`config.mk`:
```
export PLATFORM = sky130hd
export DESIGN_NAME = imem_program_encoder
export DESIGN_NICKNAME = d
export VERILOG_FILES = /design/src/rtl/imem_program_encoder.sv
export SDC_FILE = /design/constraint.sdc
export NUM_CORES = 1
export LEC_CHECK = 0
export BUFFER_PORTS_ARGS = -buffer_cell sky130_fd_sc_hd__buf_4
export CAP_MARGIN = 20
export CORE_UTILIZATION = 45
export CTS_CLUSTER_DIAMETER = 120
export CTS_CLUSTER_SIZE = 30
export DETAILED_ROUTE_END_ITERATION = 8
export HOLD_SLACK_MARGIN = 0.1
export MAX_ROUTING_LAYER = met4
export PLACE_DENSITY = 0.7
export SETUP_SLACK_MARGIN = 0.2
export SLEW_MARGIN = 20
export SYNTH_ARGS = -nofsm -noshare
export SYNTH_HDL_FRONTEND = slang
export SYNTH_SLANG_ARGS = --single-unit
```
`constraint.sdc`:
```
create_clock -name clk -period 2.3 [get_ports clk]
set_input_delay 0.23 -clock clk [delete_from_list [all_inputs] [get_ports clk]]
set_output_delay 0.23 -clock clk [all_outputs]
set_load 0.1 [all_outputs]
```
`src/rtl/imem_program_encoder.sv`:
```
// Encodes symbolic RV32I requests (lw/sw/R-type/I-type/beq) into machine words
// and streams them into instruction memory starting at the reset PC.
module imem_program_encoder #(
  parameter logic [31:0] BASE_ADDR = 32'h0000_1000,
  parameter int          MAX_WORDS = 1024
) (
  input  logic        clk,
  input  logic        rst,
  input  logic        start,
  input  logic        in_valid,
  output logic        in_ready,
  input  logic        in_last,
  input  logic [3:0]  in_op,
  input  logic [4:0]  in_rd,
  input  logic [4:0]  in_rs1,
  input  logic [4:0]  in_rs2,
  input  logic [12:0] in_imm,
  output logic        mem_we,
  output logic [31:0] mem_addr,
  output logic [31:0] mem_wdata,
  output logic        busy,
  output logic        done,
  output logic        error,
  output logic [1:0]  err_code,
  output logic [15:0] count,
  output logic [1:0]  state_dbg
);

  typedef enum logic [1:0] {
    S_IDLE = 2'd0,
    S_RUN  = 2'd1,
    S_DONE = 2'd2,
    S_ERR  = 2'd3
  } state_t;

  localparam logic [3:0] OP_LW   = 4'd0;
  localparam logic [3:0] OP_SW   = 4'd1;
  localparam logic [3:0] OP_ADD  = 4'd2;
  localparam logic [3:0] OP_SUB  = 4'd3;
  localparam logic [3:0] OP_SLT  = 4'd4;
  localparam logic [3:0] OP_OR   = 4'd5;
  localparam logic [3:0] OP_AND  = 4'd6;
  localparam logic [3:0] OP_ADDI = 4'd7;
  localparam logic [3:0] OP_SLTI = 4'd8;
  localparam logic [3:0] OP_ORI  = 4'd9;
  localparam logic [3:0] OP_ANDI = 4'd10;
  localparam logic [3:0] OP_BEQ  = 4'd11;

  localparam logic [15:0] MAX_CNT = 16'(MAX_WORDS);

  state_t state, next_state;

  logic       accept;
  logic       start_ok;
  logic       uses_imm12;
  logic       err_hit;
  logic [1:0] err_sel;

  // Shared funct3 for an R-op and its I-type twin.
  function automatic logic [2:0] funct3(input logic [3:0] op);
    case (op)
      OP_SLT, OP_SLTI: funct3 = 3'b010;
      OP_OR,  OP_ORI:  funct3 = 3'b110;
      OP_AND, OP_ANDI: funct3 = 3'b111;
      default:         funct3 = 3'b000;
    endcase
  endfunction

  function automatic logic [31:0] encode(input logic [3:0]  op,
                                         input logic [4:0]  rd,
                                         input logic [4:0]  rs1,
                                         input logic [4:0]  rs2,
                                         input logic [12:0] imm);
    logic [6:0] f7;
    f7 = (op == OP_SUB) ? 7'b0100000 : 7'b0000000;
    case (op)
      OP_LW:
        encode = {imm[11:0], rs1, 3'b010, rd, 7'b0000011};
      OP_SW:
        encode = {imm[11:5], rs2, rs1, 3'b010, imm[4:0], 7'b0100011};
      OP_ADD, OP_SUB, OP_SLT, OP_OR, OP_AND:
        encode = {f7, rs2, rs1, funct3(op), rd, 7'b0110011};
      OP_ADDI, OP_SLTI, OP_ORI, OP_ANDI:
        encode = {imm[11:0], rs1, funct3(op), rd, 7'b0010011};
      OP_BEQ:
        encode = {imm[12], imm[10:5], rs2, rs1, 3'b000, imm[4:1], imm[11], 7'b1100011};
      default:
        encode = 32'h0000_0000;
    endcase
  endfunction

  // Handshake: a request transfers on a rising edge where in_valid && in_ready;
  // in_ready depends only on state (high in RUN), never on in_valid.
  assign in_ready  = (state == S_RUN);
  assign busy      = (state == S_RUN);
  assign state_dbg = state;

  always_comb begin
    accept     = in_valid && (state == S_RUN);
    start_ok   = start && ((state == S_IDLE) || (state == S_ERR));
    uses_imm12 = (in_op == OP_LW) || (in_op == OP_SW) ||
                 ((in_op >= OP_ADDI) && (in_op <= OP_ANDI));
    err_hit    = 1'b1;
    err_sel    = 2'd0;
    if (in_op >= 4'd12) begin
      err_sel = 2'd0;
    end else if (uses_imm12 && (in_imm[12] != in_imm[11])) begin
      err_sel = 2'd1;
    end else if ((in_op == OP_BEQ) && in_imm[0]) begin
      err_sel = 2'd2;
    end else if (count == MAX_CNT) begin
      err_sel = 2'd3;
    end else begin
      err_hit = 1'b0;
    end
  end

  always_ff @(posedge clk) begin
    if (rst) state <= S_IDLE;
    else     state <= next_state;
  end

  always_comb begin
    next_state = state;
    case (state)
      S_IDLE, S_ERR: if (start_ok) next_state = S_RUN;
      S_RUN: begin
        if (accept) begin
          if (err_hit)      next_state = S_ERR;
          else if (in_last) next_state = S_DONE;
        end
      end
      S_DONE:  next_state = S_IDLE;
      default: next_state = S_IDLE;
    endcase
  end

  always_ff @(posedge clk) begin
    if (rst) begin
      mem_we    <= 1'b0;
      mem_addr  <= 32'h0;
      mem_wdata <= 32'h0;
      done      <= 1'b0;
      error     <= 1'b0;
      err_code  <= 2'd0;
      count     <= 16'd0;
    end else begin
      mem_we <= 1'b0;
      done   <= 1'b0;
      if (start_ok) begin
        count    <= 16'd0;
        error    <= 1'b0;
        err_code <= 2'd0;
      end
      if (accept) begin
        if (err_hit) begin
          error    <= 1'b1;
          err_code <= err_sel;
        end else begin
          mem_we    <= 1'b1;
          mem_addr  <= BASE_ADDR + {14'd0, count, 2'b00};
          mem_wdata <= encode(in_op, in_rd, in_rs1, in_rs2, in_imm);
          count     <= count + 16'd1;
          done      <= in_last;
        end
      end
    end
  end

endmodule
```
==> impl_results.md, run 1 <==
- Max FO, Critical Path: 8
- Int Pwr: 2.13 mW
- GRT Overall Usage: 24.6%
- Clk pin slew, worst setup/hold paths: 0.07 ns
- Relative slew slack: 49.7%
- Crit path buf inv count: 1
- Element type at the critical path start: register
- Yosys warning count: 0
- Inserted Diodes: 0
- Worst-Margin Slew: 0.754 ns
- Die Area: 8700 um2
- Initial drt markers: 216
- Die Wd: 93.3 um
- Number of cells on the critical path: 7
- Clock root buffer: clkbuf_8
- Initial antenna violation count: 0
- Die height: 93.3 um
- Clock Path Buffers: 2
- Worst VDD drop: 0.394 mV
- RSZ-0062 raised after global routing: yes
- Largest delay share family, worst path: simple AND/OR/NAND/NOR gates
- Syn Inst Count: 479
- Cells along the critical path: inv_1, ha_1, nor4bb_1, nand4_1, and4_1, or4_1, o211ai_1
- Starting Density: 47.6%
- Worst slack, placed: 0.0871 ns
- Share of layout cells above drive strength 1: 29.3%
- Clock Skew: 0.00718 ns
- F_max: 500 MHz
- Post-route cell area: 4830 um2
- Hpwl dp: 7060 um
- GRT overflow: 0
- Clock Sinks: 69
- Hold Path Cell Cnt: 2
- Seq/Total Area, Yosys: 36.8%
- Yosys reg bits: 69
- Worst hold slack: 0.114 ns
- Async S/R FF share, synth: 0%
- Min-Delay Path Class: input port to register
- Row Count: 32
- Final setup TNS: 0 ns
- Area growth from synthesis to layout: 28.9%
- DRC Markers: 0
- Largest net degree at the start of global routing: 73
- Final core utilization: 61.3%
- I/O Buffers: 108
- CP arrival: 2.26 ns
- Clock latency at the later pin of the worst-skew pair: 0.35 ns
- Avg WL per Cell: 15.2 um
- Finished Layout Cells: 676
- Slowest cell on the critical path: or4_1
- Total power: 3.69 mW
- Via count: 3,833
- WS Path Type: register to register
- Switching Fraction: 42.4%
- Seq. cell area: 1430 um2
- Synthesized area: 3750 um2
- Placed insts: 657
- Final Cycle Share: 86.9%
- Final hold vios: 0
- 1st-pass router iterations: 5
- Max-capacitance violation count: 0
- Top_reg_cell synth: dfxtp_1
- Final setup margin: 0.302 ns
- Cts hold-fix bufs: 0
- Clk pwr share: 27.3%
- GPL Wtd Cong: 0.821
- Final setup viols: 0
- Final Max Slew Viols: 0
- Power Density: 764 nW/um2
- Logic gate share of total power: 37.5%
- Post-synth EDFFs: 0
- Final wirelength: 10,200 um
- Antenna Nets Post-Route: 0
- CTS tree: done
- Worst EP required: 2.56 ns
- Worst path max stage delay: 0.51 ns
- Path depth of the worst reg2reg path: 7
- Leak: 1.88 nW
- Total CTS buffers: 9
- Tmin final: 2.00 ns
- Vias in the first global route: 3,504
- Area of the core: 7890 um2
- Area of the multi-input gates: 2040 um2
- Ports: 126
- Seq pwr share: 35.2%
- Syn avg cell area: 7.83 um2
- # nets final: 612
- Htree depth: 3
- Layout filler cell count: 735
- Global-route wire length before repair: 16,700 um
- Vias/cell: 5.67
- Critical path endpoint category: register
- Area post-placement: 4600 um2
- Status: complete, no violations
- Synth unique cells: 52
- Sw Pwr: 1.56 mW
## cell usage after synthesis (2+ instances only)
library cell / n / area share [%]
dfxtp_1: 69 / 37
nand2_1: 54 / 5.4
nand3_1: 46 / 6.1
a21oi_1: 44 / 5.9
nor2_1: 29 / 2.9
buf_4: 20 / 4.0
clkbuf_1: 19 / 1.9
a211oi_1: 18 / 3.6
inv_1: 17 / 1.7
buf_2: 15 / 2.0
o21ai_0: 15 / 2.0
a31oi_1: 11 / 1.8
or3_1: 10 / 1.7
a22oi_1: 9 / 1.8
nor2b_1: 7 / 1.2
nor3_1: 7 / 0.93
a22o_1: 6 / 1.4
ha_1: 6 / 2.0
nand4_1: 5 / 0.83
o22a_1: 5 / 1.2
o2bb2ai_1: 5 / 1.2
a222oi_1: 4 / 1.1
buf_6: 4 / 1.2
nand2b_1: 4 / 0.67
o211ai_1: 4 / 0.80
xnor2_1: 4 / 0.93
a211oi_2: 3 / 1.0
nand3b_1: 3 / 0.60
nor3b_1: 3 / 0.60
nor4_1: 3 / 0.50
or4_1: 3 / 0.60
a311oi_1: 2 / 0.47
and3_1: 2 / 0.33
and4_1: 2 / 0.47
buf_1: 2 / 0.20
o2111ai_1: 2 / 0.47
xor2_1: 2 / 0.47
## registers in the layout, indices dropped and copies added (netlist names)
register,flops
error,1
mem_we,1
err_code,2
mem_addr,17
state_dbg,2
done,1
count,16
mem_wdata,29
## layout make-up
cell class	instances	area share, %
Sequential cell	69	29.5
Timing Repair Buffer	124	20.0
Clock inverter	2	0.259
Multi-Input combinational cell	348	42.2
Tap cell	102	2.64
Inverter	17	1.32
Clock buffer	14	4.01
## placed cells by master (no fill, tap or decap), types with 2 or more instances in the layout
| cell type | instances |
|---|---|
| nand4_1 | 5 |
| o2bb2ai_1 | 5 |
| dfxtp_4 | 9 |
| o211ai_1 | 4 |
| a211oi_1 | 18 |
| buf_12 | 3 |
| inv_1 | 17 |
| nand3_1 | 46 |
| xnor2_1 | 4 |
| nand3b_1 | 3 |
| xor2_1 | 2 |
| nor2_1 | 29 |
| a222oi_1 | 4 |
| a22oi_1 | 9 |
| or3_1 | 10 |
| a22o_1 | 6 |
| conb_1 | 17 |
| a21oi_1 | 44 |
| o21ai_0 | 15 |
| nor3_1 | 7 |
| and3_1 | 2 |
| clkbuf_8 | 12 |
| nor3b_1 | 3 |
| or4_1 | 3 |
| a31oi_1 | 11 |
| o2111ai_1 | 2 |
| nand2b_1 | 4 |
| nor4_1 | 3 |
| o22a_1 | 5 |
| buf_4 | 121 |
| ha_1 | 5 |
| dfxtp_1 | 51 |
| dfxtp_2 | 9 |
| a211oi_2 | 3 |
| nor2b_1 | 7 |
| nand2_1 | 53 |
## worst paths after layout
check / start / endpoint / slack (ns)
worst max register to register: count[11] / state_dbg[0] / 0.30
worst max-delay path: count[11] / state_dbg[0] / 0.30
worst min register to register: mem_addr[6] / mem_addr[6] / 0.46
worst min-delay path: in_last / done / 0.11
## logic make-up after synthesis
kind of cell / after synthesis / share of synthesized area, %
xor gates and xnor gates: 6 / 1.40
buffers and inverters: 78 / 11.1
and+or+nand+nor: 183 / 24.0
other: 1 / 0.100
DFF: 69 / 36.8
AOI/OAI and AO/OA: 136 / 24.6
adders and majority gates: 6 / 2.00
## power by group through the flow
stage / clock [mW] / sequential [mW] / combinational (mW)
after CTS: 1.04 / 1.30 / 1.38
after detailed placement: 0 / 1.33 / 1.37
after floorplan: 0 / 1.79 / 0.654
after global placement: 0 / 1.33 / 1.35
after global routing: 1.09 / 1.31 / 1.45
final: 1.01 / 1.30 / 1.38
## repair_timing
action	in CTS	in global routing
gates resized for setup	1	1
pin swaps	2	2
endpoints found under the setup margin	41	4
buffers inserted	2	1
cloned	0	0
## metal layers
layer	up-vias	share of wire [%]	track usage, %
li1	1876	-	-
met1	1798	45	31.2
met2	141	47	38.7
met3	18	6.7	5.93
met4	0	2.0	7.95
met5	-	0	-
(Power assumes the default switching activity.)
==> inputs of run 2 (changes only) <==
- CELL_PAD_IN_SITES_DETAIL_PLACEMENT: unset -> 1
- CELL_PAD_IN_SITES_GLOBAL_PLACEMENT: unset -> 2
- CORE_UTILIZATION: 45 -> 28
- PLACE_DENSITY: 0.7 -> 0.77
==> impl_results.md, run 2 (synthesized netlist as in run 1, its figures left out) <==
- Die height: 118 um
- Final wirelength: 12,600 um
- Post-route cell area: 5180 um2
- Hold Path Cell Cnt: 2
- 1st-pass router iterations: 4
- Clock Skew: 0.00957 ns
- Final Max Slew Viols: 0
- Most frequent cells in the layout: 130 x buf_4, 52 x nand2_1, 51 x dfxtp_1
- Area growth from synthesis to layout: 38.1%
- WS Path Type: register to register
- # nets final: 622
- Antenna Nets Post-Route: 0
- Clock latency at the later pin of the worst-skew pair: 0.34 ns
- Vias/cell: 5.09
- Critical path endpoint category: register
- Clk pin slew, worst setup/hold paths: 0.06 ns
- Starting Density: 29.2%
- Avg WL per Cell: 16.7 um
- Worst R2R End: count[4]
- DRC Markers: 0
- CTS tree: done
- GRT Overall Usage: 18.3%
- Vias in the first global route: 3,708
- Status: complete, no violations
- Initial drt markers: 172
- Worst EP required: 2.56 ns
- Element type at the critical path start: register
- Final setup viols: 0
- Endpoint of the worst hold path: done
- Reg with most FFs: mem_wdata
- Area of the core: 12,800 um2
- Share of layout cells above drive strength 1: 31.7%
- Clock Sinks: 69
- Die Wd: 118 um
- Initial antenna violation count: 0
- Final hold vios: 0
- Top Registers: mem_wdata (29), mem_addr (17), count (16)
- Relative slew slack: 46.7%
- Max FO, Critical Path: 7
- Hold path start: in_last
- Worst VDD drop: 0.351 mV
- Via count: 3,847
- Row Count: 41
- GPL Wtd Cong: 0.772
- GRT overflow: 0
- Hpwl dp: 8300 um
- Worst hold slack: 0.130 ns
- RSZ-0062 raised after global routing: yes
- Max FFs per register: 29
- Largest net degree at the start of global routing: 73
- Ports: 126
- Max-capacitance violation count: 0
- Global-route wire length before repair: 19,700 um
- Area post-placement: 4660 um2
- F_max: 478 MHz
- Commonest non-fill, non-tap cell in the layout: buf_4
- Path depth of the worst reg2reg path: 9
- Die Area: 13,900 um2
- Final Cycle Share: 91.0%
- Worst-Margin Slew: 0.799 ns
- R2r setup slk: 0.21 ns
- Final setup TNS: 0 ns
- Tmin final: 2.09 ns
- Final core utilization: 40.4%
- Clock Path Buffers: 2
- Clock root buffer: clkbuf_16
- I/O Buffers: 108
- CP arrival: 2.35 ns
- Total CTS buffers: 9
- Min-Delay Path Class: input port to register
- Htree depth: 3
- Launch point of the worst reg-to-reg path: count[0]
- Power Density: 845 nW/um2
- Inserted Diodes: 0
- Leak: 2.00 nW
## run 2: cell count changes in the layout (fill, tap and decap cells not counted), sizes merged
cell | previous run | this run
buf | 124 | 134
bufinv | 0 | 2
clkbuf | 14 | 12
clkinvlp | 1 | 0
inv | 17 | 18
## run 2: how the worst max path moves through the flow
stage                      start      endpoint  slack [ns]  depth (start not counted)
floorplan           state_dbg[0]     count[13]        0.11                          7
global placement       count[11]  state_dbg[0]        0.30                          7
detailed placement     count[11]  state_dbg[0]        0.23                          7
CTS                    count[11]  state_dbg[0]        0.21                          7
global route            count[0]      count[4]        0.07                          9
finish                  count[0]      count[4]        0.21                          9
## run 2: area by class of cell
cell class	count	area, um2
well taps	172	215
repair buffers	134	1030
flip-flops and latches	69	1430
inverters	17	66.3
fillers	1556	7640
multi-input cells	348	2090
clock inverters	4	75.1
clock buffers	12	278
## run 2: critical path, cell delays in order, from the launching register on
cell      delay (ns)
dfxtp_4         0.34
inv_1           0.09
ha_4            0.19
nor4bb_4        0.14
nand4_1         0.14
nand4_1         0.24
buf_6           0.22
buf_6           0.12
or3_1           0.37
a31oi_1         0.16
## run 2: what timing repair did
| action | in CTS | in global routing |
|---|---|---|
| setup endpoints to repair | 0 | 49 |
| buffers inserted | 0 | 12 |
| hold buffers | 0 | 0 |
| gates resized for setup | 0 | 19 |
## run 2: per-stage QoR
| stage | total power, mW | instances | setup slack, ns |
|---|---|---|---|
| 2_1_floorplan | 2.44 | 495 | 0.108 |
| 3_3_place_gp | 2.69 | 727 | 0.298 |
| 3_5_place_dp | 2.72 | 727 | 0.233 |
| 4_1_cts | 4.36 | 743 | 0.210 |
| 5_1_grt | 4.55 | 756 | 0.0739 |
| 6_report | 4.38 | 756 | 0.208 |
## run 2: power breakdown
part / switching, mW / internal (mW)
combinational: 1.09 / 0.352
sequential: 0.0440 / 1.26
clock: 0.560 / 1.08
total: 1.69 / 2.69
## run 2: per-layer routing
metal	vias up	track usage (%)	share of wire, %
met5	-	-	0
met4	0	6.01	1.2
met3	13	4.60	5.2
met2	84	28.9	49
met1	1849	22.8	45
li1	1901	-	-
